## config.mk

```make
export PLATFORM = sky130hd
export DESIGN_NAME = mbist_diag_log
export DESIGN_NICKNAME = d
export VERILOG_FILES = /design/src/rtl/mbist_diag_log.sv
export SDC_FILE = /design/constraint.sdc
export NUM_CORES = 1
export LEC_CHECK = 0
export CAP_MARGIN = 20
export CORE_MARGIN = 3
export CORE_UTILIZATION = 56
export CTS_BUF_LIST = sky130_fd_sc_hd__clkbuf_2
export DETAILED_ROUTE_END_ITERATION = 12
export PLACE_DENSITY_LB_ADDON = 0.12
export SLEW_MARGIN = 30
export SYNTH_ARGS = -nofsm -noshare
export SYNTH_HDL_FRONTEND = slang
export SYNTH_SLANG_ARGS = --single-unit
```

## constraint.sdc

```tcl
create_clock -name b_clk -period 3.2 [get_ports b_clk]
set_input_delay 0.48 -clock b_clk [delete_from_list [all_inputs] [get_ports b_clk]]
set_output_delay 0.48 -clock b_clk [all_outputs]
set_load 0.03 [all_outputs]
```

## src/rtl/mbist_diag_log.sv

```systemverilog
// ============================================================================
// mbist_diag_log : MBIST fail logger (FWFT fail log, fail counter, verdict)
// Optional build macro MBIST_DIAG_DEDUP_EN suppresses repeated identical pushes.
// Revision: 1.0
// ============================================================================
`default_nettype none

module mbist_diag_log #(
    parameter int ADDR_WIDTH = 13,
    parameter int DATA_WIDTH = 8,
    parameter int LOG_DEPTH  = 8,
    parameter int CNT_WIDTH  = 16
) (
    input  logic                  b_clk,
    input  logic                  b_rst_n,
    input  logic                  b_te,
    input  logic                  b_fail,
    input  logic [ADDR_WIDTH-1:0] mon_addr,
    input  logic [DATA_WIDTH-1:0] mon_exp,
    input  logic [DATA_WIDTH-1:0] mon_act,
    input  logic                  log_pop,
    output logic                  log_vld,
    output logic [ADDR_WIDTH-1:0] log_addr,
    output logic [DATA_WIDTH-1:0] log_syn,
    output logic                  log_full,
    output logic                  log_ovf,
    output logic [CNT_WIDTH-1:0]  fail_cnt,
    output logic [1:0]            diag_state,
    output logic                  diag_pass
);

    localparam int c_ptr_w = $clog2(LOG_DEPTH);
    localparam int c_ent_w = ADDR_WIDTH + DATA_WIDTH;
    localparam logic [c_ptr_w:0] c_full = (c_ptr_w+1)'(LOG_DEPTH);

    typedef enum logic [1:0] {
        ST_IDLE = 2'd0,
        ST_RUN  = 2'd1,
        ST_DONE = 2'd2,
        ST_BAD  = 2'd3
    } state_t;

    state_t                r_state;
    state_t                w_state_nxt;
    logic                  w_clear;
    logic                  r_te_d;
    logic                  r_stg_vld;
    logic [ADDR_WIDTH-1:0] r_stg_addr;
    logic [DATA_WIDTH-1:0] r_stg_syn;
    logic [c_ptr_w-1:0]    r_wptr;
    logic [c_ptr_w-1:0]    r_rptr;
    logic [c_ptr_w:0]      r_count;
    logic [c_ent_w-1:0]    r_mem [LOG_DEPTH];
    logic [CNT_WIDTH-1:0]  r_fail_cnt;
    logic [CNT_WIDTH-1:0]  w_cnt_nxt;
    logic                  r_ovf;
    logic                  r_pass;
    logic                  w_rise;
    logic                  w_fall;
    logic                  w_fail_q;
    logic                  w_dup;
    logic                  w_push_req;
    logic                  w_push;
    logic                  w_pop;
    logic                  w_full;
    logic [c_ent_w-1:0]    w_head;
    logic [c_ent_w-1:0]    w_stg_ent;

    assign w_rise    = b_te & ~r_te_d;
    assign w_fall    = ~b_te & r_te_d;
    assign w_fail_q  = b_fail & r_stg_vld & (r_state == ST_RUN);
    assign w_stg_ent = {r_stg_addr, r_stg_syn};
    assign w_full    = (r_count == c_full);
    assign w_pop     = log_pop & (r_count != '0);

`ifdef MBIST_DIAG_DEDUP_EN
    logic               r_last_vld;
    logic [c_ent_w-1:0] r_last_ent;

    assign w_dup = r_last_vld & (r_last_ent == w_stg_ent);

    always_ff @(posedge b_clk or negedge b_rst_n) begin
        if (!b_rst_n) begin
            r_last_vld <= 1'b0;
            r_last_ent <= '0;
        end else if (w_clear) begin
            r_last_vld <= 1'b0;
            r_last_ent <= '0;
        end else if (w_push) begin
            r_last_vld <= 1'b1;
            r_last_ent <= w_stg_ent;
        end
    end
`else
    assign w_dup = 1'b0;
`endif

    assign w_push_req = w_fail_q & ~w_dup;
    // A pop in the same cycle frees the slot a full log needs for this push.
    assign w_push     = w_push_req & (~w_full | w_pop);
    assign w_cnt_nxt  = (w_fail_q && (r_fail_cnt != '1)) ? r_fail_cnt + CNT_WIDTH'(1)
                                                         : r_fail_cnt;

    always_ff @(posedge b_clk or negedge b_rst_n) begin
        if (!b_rst_n) begin
            r_state <= ST_IDLE;
        end else begin
            r_state <= w_state_nxt;
        end
    end

    always_comb begin
        w_state_nxt = r_state;
        w_clear     = 1'b0;
        case (r_state)
            ST_IDLE: begin
                if (w_rise) begin
                    w_state_nxt = ST_RUN;
                    w_clear     = 1'b1;
                end
            end
            ST_RUN: begin
                if (w_fall) w_state_nxt = ST_DONE;
            end
            ST_DONE: begin
                if (w_rise) begin
                    w_state_nxt = ST_RUN;
                    w_clear     = 1'b1;
                end
            end
            default: w_state_nxt = ST_IDLE;
        endcase
    end

    // Stage aligns monitor data with the engine's one-cycle-late fail flag.
    always_ff @(posedge b_clk or negedge b_rst_n) begin
        if (!b_rst_n) begin
            r_te_d     <= 1'b0;
            r_stg_vld  <= 1'b0;
            r_stg_addr <= '0;
            r_stg_syn  <= '0;
        end else begin
            r_te_d <= b_te;
            if (b_te) begin
                r_stg_vld  <= 1'b1;
                r_stg_addr <= mon_addr;
                r_stg_syn  <= mon_exp ^ mon_act;
            end else begin
                r_stg_vld <= 1'b0;
            end
        end
    end

    always_ff @(posedge b_clk or negedge b_rst_n) begin
        if (!b_rst_n) begin
            r_wptr     <= '0;
            r_rptr     <= '0;
            r_count    <= '0;
            r_fail_cnt <= '0;
            r_ovf      <= 1'b0;
            r_pass     <= 1'b0;
        end else if (w_clear) begin
            r_wptr     <= '0;
            r_rptr     <= '0;
            r_count    <= '0;
            r_fail_cnt <= '0;
            r_ovf      <= 1'b0;
            r_pass     <= 1'b0;
        end else begin
            r_fail_cnt <= w_cnt_nxt;
            if (w_push) r_wptr <= r_wptr + c_ptr_w'(1);
            if (w_pop)  r_rptr <= r_rptr + c_ptr_w'(1);
            case ({w_push, w_pop})
                2'b10:   r_count <= r_count + (c_ptr_w+1)'(1);
                2'b01:   r_count <= r_count - (c_ptr_w+1)'(1);
                default: r_count <= r_count;
            endcase
            if (w_push_req && w_full && !w_pop) r_ovf <= 1'b1;
            // Uses the next count so a fail in the falling-edge cycle still fails the session.
            if (r_state == ST_RUN && w_fall) r_pass <= (w_cnt_nxt == '0);
        end
    end

    always_ff @(posedge b_clk or negedge b_rst_n) begin
        if (!b_rst_n) begin
            for (int i = 0; i < LOG_DEPTH; i++) r_mem[i] <= '0;
        end else if (w_push) begin
            r_mem[r_wptr] <= w_stg_ent;
        end
    end

    assign w_head     = r_mem[r_rptr];
    assign log_addr   = w_head[c_ent_w-1:DATA_WIDTH];
    assign log_syn    = w_head[DATA_WIDTH-1:0];
    assign log_vld    = (r_count != '0);
    assign log_full   = w_full;
    assign log_ovf    = r_ovf;
    assign fail_cnt   = r_fail_cnt;
    assign diag_state = r_state;
    assign diag_pass  = r_pass;

endmodule

`default_nettype wire

```

==> summary.txt <==
Floorplan
  – Die X: 141 microns
  – Starting Density: 58.2%
  – Core area: 17600 sq um
  – Die height: 141 microns
  – Io pins: 77
  – Die ar.: 19900 sq um
  – FP Rows: 48

Logic synthesis
  – Synthesized instance count: 693
  – Top-count cell post-synth: dfrtp_1
  – Post-synthesis xor/xnor area fraction: 2.48%
  – Most used DFF post-synth: dfrtp_1
  – Compound-gate portion of the synthesized area: 2.51%
  – Ys Warns: 0
  – Share of flip-flops with an asynchronous set or reset: 100%
  – Largest family of logic cells by synthesized area: multiplexers
  – Synth top area cells: dfrtp_1 54%, mux2_2 22%, mux4_2 9.2%
  – Syn Nets: 732
  – Number of synthesized flops with an enable pin: 0
  – Netlist area before placement: 10200 sq um
  – Top-area cell type share of the netlist area: 53.8%
  – FF+latch count, synth: 220
  – Simple logic cell fraction of the synthesized area: 6.27%
  – Commonest cells in the netlist: 220 x dfrtp_1, 202 x mux2_2, 42 x mux4_2
  – Sequential fraction of the synthesis area: 53.8%
  – Synth cell types: 56
  – Post-synthesis adder-cell area fraction: 0.611%
  – Synth area leader: dfrtp_1
  – Avg Synthesized Cell Area: 14.8 sq um
  – Mux cell area share after synthesis: 32.2%

Timing
  – Slew HR: 60.7%
  – Final Hold Viols: 0
  – Clock Skews: 0.0471 ns
  – Final worst path period share: 92.9%
  – Worst-Margin Slew: 0.587 ns
  – Fmax: 336 MHz
  – Minimum clock period: 2.97 ns
  – Final setup viols: 0
  – Setup TNS: 0 ns
  – Setup ws final: 0.227 ns
  – Slew Viols, Final: 0
  – RSZ-0062 raised after global routing: no

Placed design
  – Post-placement worst setup slack: 0.409 ns
  – Final Wtd Congestion: 0.864
  – HPWL after DPL: 13.8 mm
  – IO buf count: 76

Worst setup path
  – Worst stage delay on the critical path: 0.53 ns
  – CP Launch Type: flop
  – CP max stage cell: mux4_2
  – Crit-path max FO: 11
  – Sequence of cells on the critical path: buf_12, buf_12, mux4_2, mux2_2, clkbuf_2
  – R2R Path End: r_count[3]
  – RR Startpoint: r_count[3]
  – Most common cell on crit path: buf_12
  – Critical path endpoint category: primary output
  – FF-to-FF setup slack: 0.79 ns
  – Worst path required time: 2.72 ns
  – Top Family by Delay on Critical Path: multiplexers
  – WP buf/inv: 3
  – Worst Path Arrival: 2.49 ns
  – R2R cell count: 8
  – CP Class: reg2out

Power and ir drop
  – Peak supply drop: 0.000401 V
  – Pwr per Cell Area: 717 nW/um^2
  – Final Total Pwr: 8440 uW
  – Pleak: 0.00558 uW

Clocking
  – TritonCTS Buffers: 55
  – Clock buffer depth: 3
  – H-tree levels: 2
  – Clock root buffer: clkbuf_2
  – Reg clk slew, reported paths: 0.12 ns
  – CTS sink cnt: 220
  – Clock Latency Late Sink: 0.78 ns
  – CTS tree: built

Detailed routing
  – Final wirelength: 21.7 mm
  – Vias per inst: 5.81
  – DR WL/cell: 20.0 microns
  – DRC violations left: 0
  – Routed Antenna Nets: 0
  – DR vias: 6297
  – 1st-pass router iterations: 4
  – Drt initial violations: 303

Layout
  – Layout area overhead: 15.0%
  – Layout cells sized above 1: 46.5%
  – Finished Core Util: 66.9%
  – NumNets Final: 855

GRT
  – Largest net degree at the start of global routing: 111
  – Grt total ovfl: 0
  – GR Util All Layers: 22.5%
  – First-pass GRT wire length: 35.7 mm
  – Vias in the first global route: 6887
  – Antenna violations before repair: 1

Run status
  – Run status: finished clean

Run
  – Max cap viols: 0

Worst hold path
  – Worst hold path type: in2async
-- through the flow --
stage	area (sq um)	std cells	hold slack, ns
4_1_cts	11800	1078	0.0614
3_5_place_dp	11300	981	0.324
3_3_place_gp	11300	981	0.321
5_1_grt	11800	1084	0.0632
2_1_floorplan	10200	693	0.184
6_report	11800	1084	0.120
-- worst max-delay path by stage --
stage,startpoint,end,slack (ns),cells after the start
2_1_floorplan,fail_cnt[0],diag_pass,0.87,8
3_3_place_gp,log_pop,r_count[3],0.51,9
3_5_place_dp,b_fail,r_count[3],0.41,9
4_1_cts,r_rptr[0],log_syn[4],0.005,4
5_1_grt,r_count[1],log_full,0.06,4
6_report,r_rptr[0],log_addr[9],0.23,5
-- timing repair --
action                     CTS  global route
pin swaps                    0             0
cloned                       0             1
setup endpoints to repair   21            21
hold endpoints to repair   220             0
setup buffers                0             1
resized for setup           22            41
hold buffers                 1             0
-- report_power, final --
group | switching [uW] | total [uW] | internal, uW
clock network | 1080 | 1740 | 656
logic | 1500 | 2990 | 1480
registers | 426 | 3720 | 3300
-- routing by layer --
layer	part of all wire [%]	up-vias	GRT usage, %	routed length, microns
li1	-	2850	-	-
met1	43	3292	28.7	9290
met2	52	124	39.8	11300
met3	3.6	31	4.34	776
met4	1.4	0	5.61	311
met5	0	-	0	0
-- kinds of logic after synthesis --
logic type      count (synthesis)
mux                           251
flops                         220
simple gates                  107
buf+inv                        44
compound gates                 37
xor+xnor                       29
fa+ha+maj                       5
-- cell usage in the layout (no fill, tap or decap), drive strengths merged, types with 3 or more instances in the layout --
cell           count
clkinv            18
dfrtp            220
clkbuf           101
ha                 5
mux2i              7
xor2              11
nand4b             3
nor3               4
diode              4
a211oi             3
inv                4
mux2             202
mux4              42
buf               28
or3                4
nand3              9
nor4               3
xnor2             18
nand2             13
nand2b             6
clkdlybuf4s50     54
nand4              9
a21oi             20
o21ai              6
and3               3
nor2              40
-- final cells by class --
cell class	instances	area, sq um
diodes	4	10.0
multi-input cells	429	4530
inverters	4	15.0
well taps	225	282
fillers	1325	5820
clock inverters	18	75.1
repair buffers	106	967
clock buffers	78	390
flip-flops and latches	220	5510
-- registers in the layout, indices dropped and copies added, names as in the netlist --
register and flops:
r_stg_addr 13, fail_cnt 16, r_stg_syn 8, diag_state 2, r_rptr 3, r_mem 168, log_ovf 1, r_wptr 3
r_count 4, r_stg_vld 1, diag_pass 1
-- worst reg2reg max path: cells and delay by family (launching register included) --
kind | cells | cell delay, ns
AOI/OAI and AO/OA | 3 | 0.93
DFF | 1 | 0.45
and+or+nand+nor | 3 | 0.38
adders and majority gates | 1 | 0.37
xor gates and xnor gates | 1 | 0.16
No activity file was read; power rests on OpenSTA's default activity.
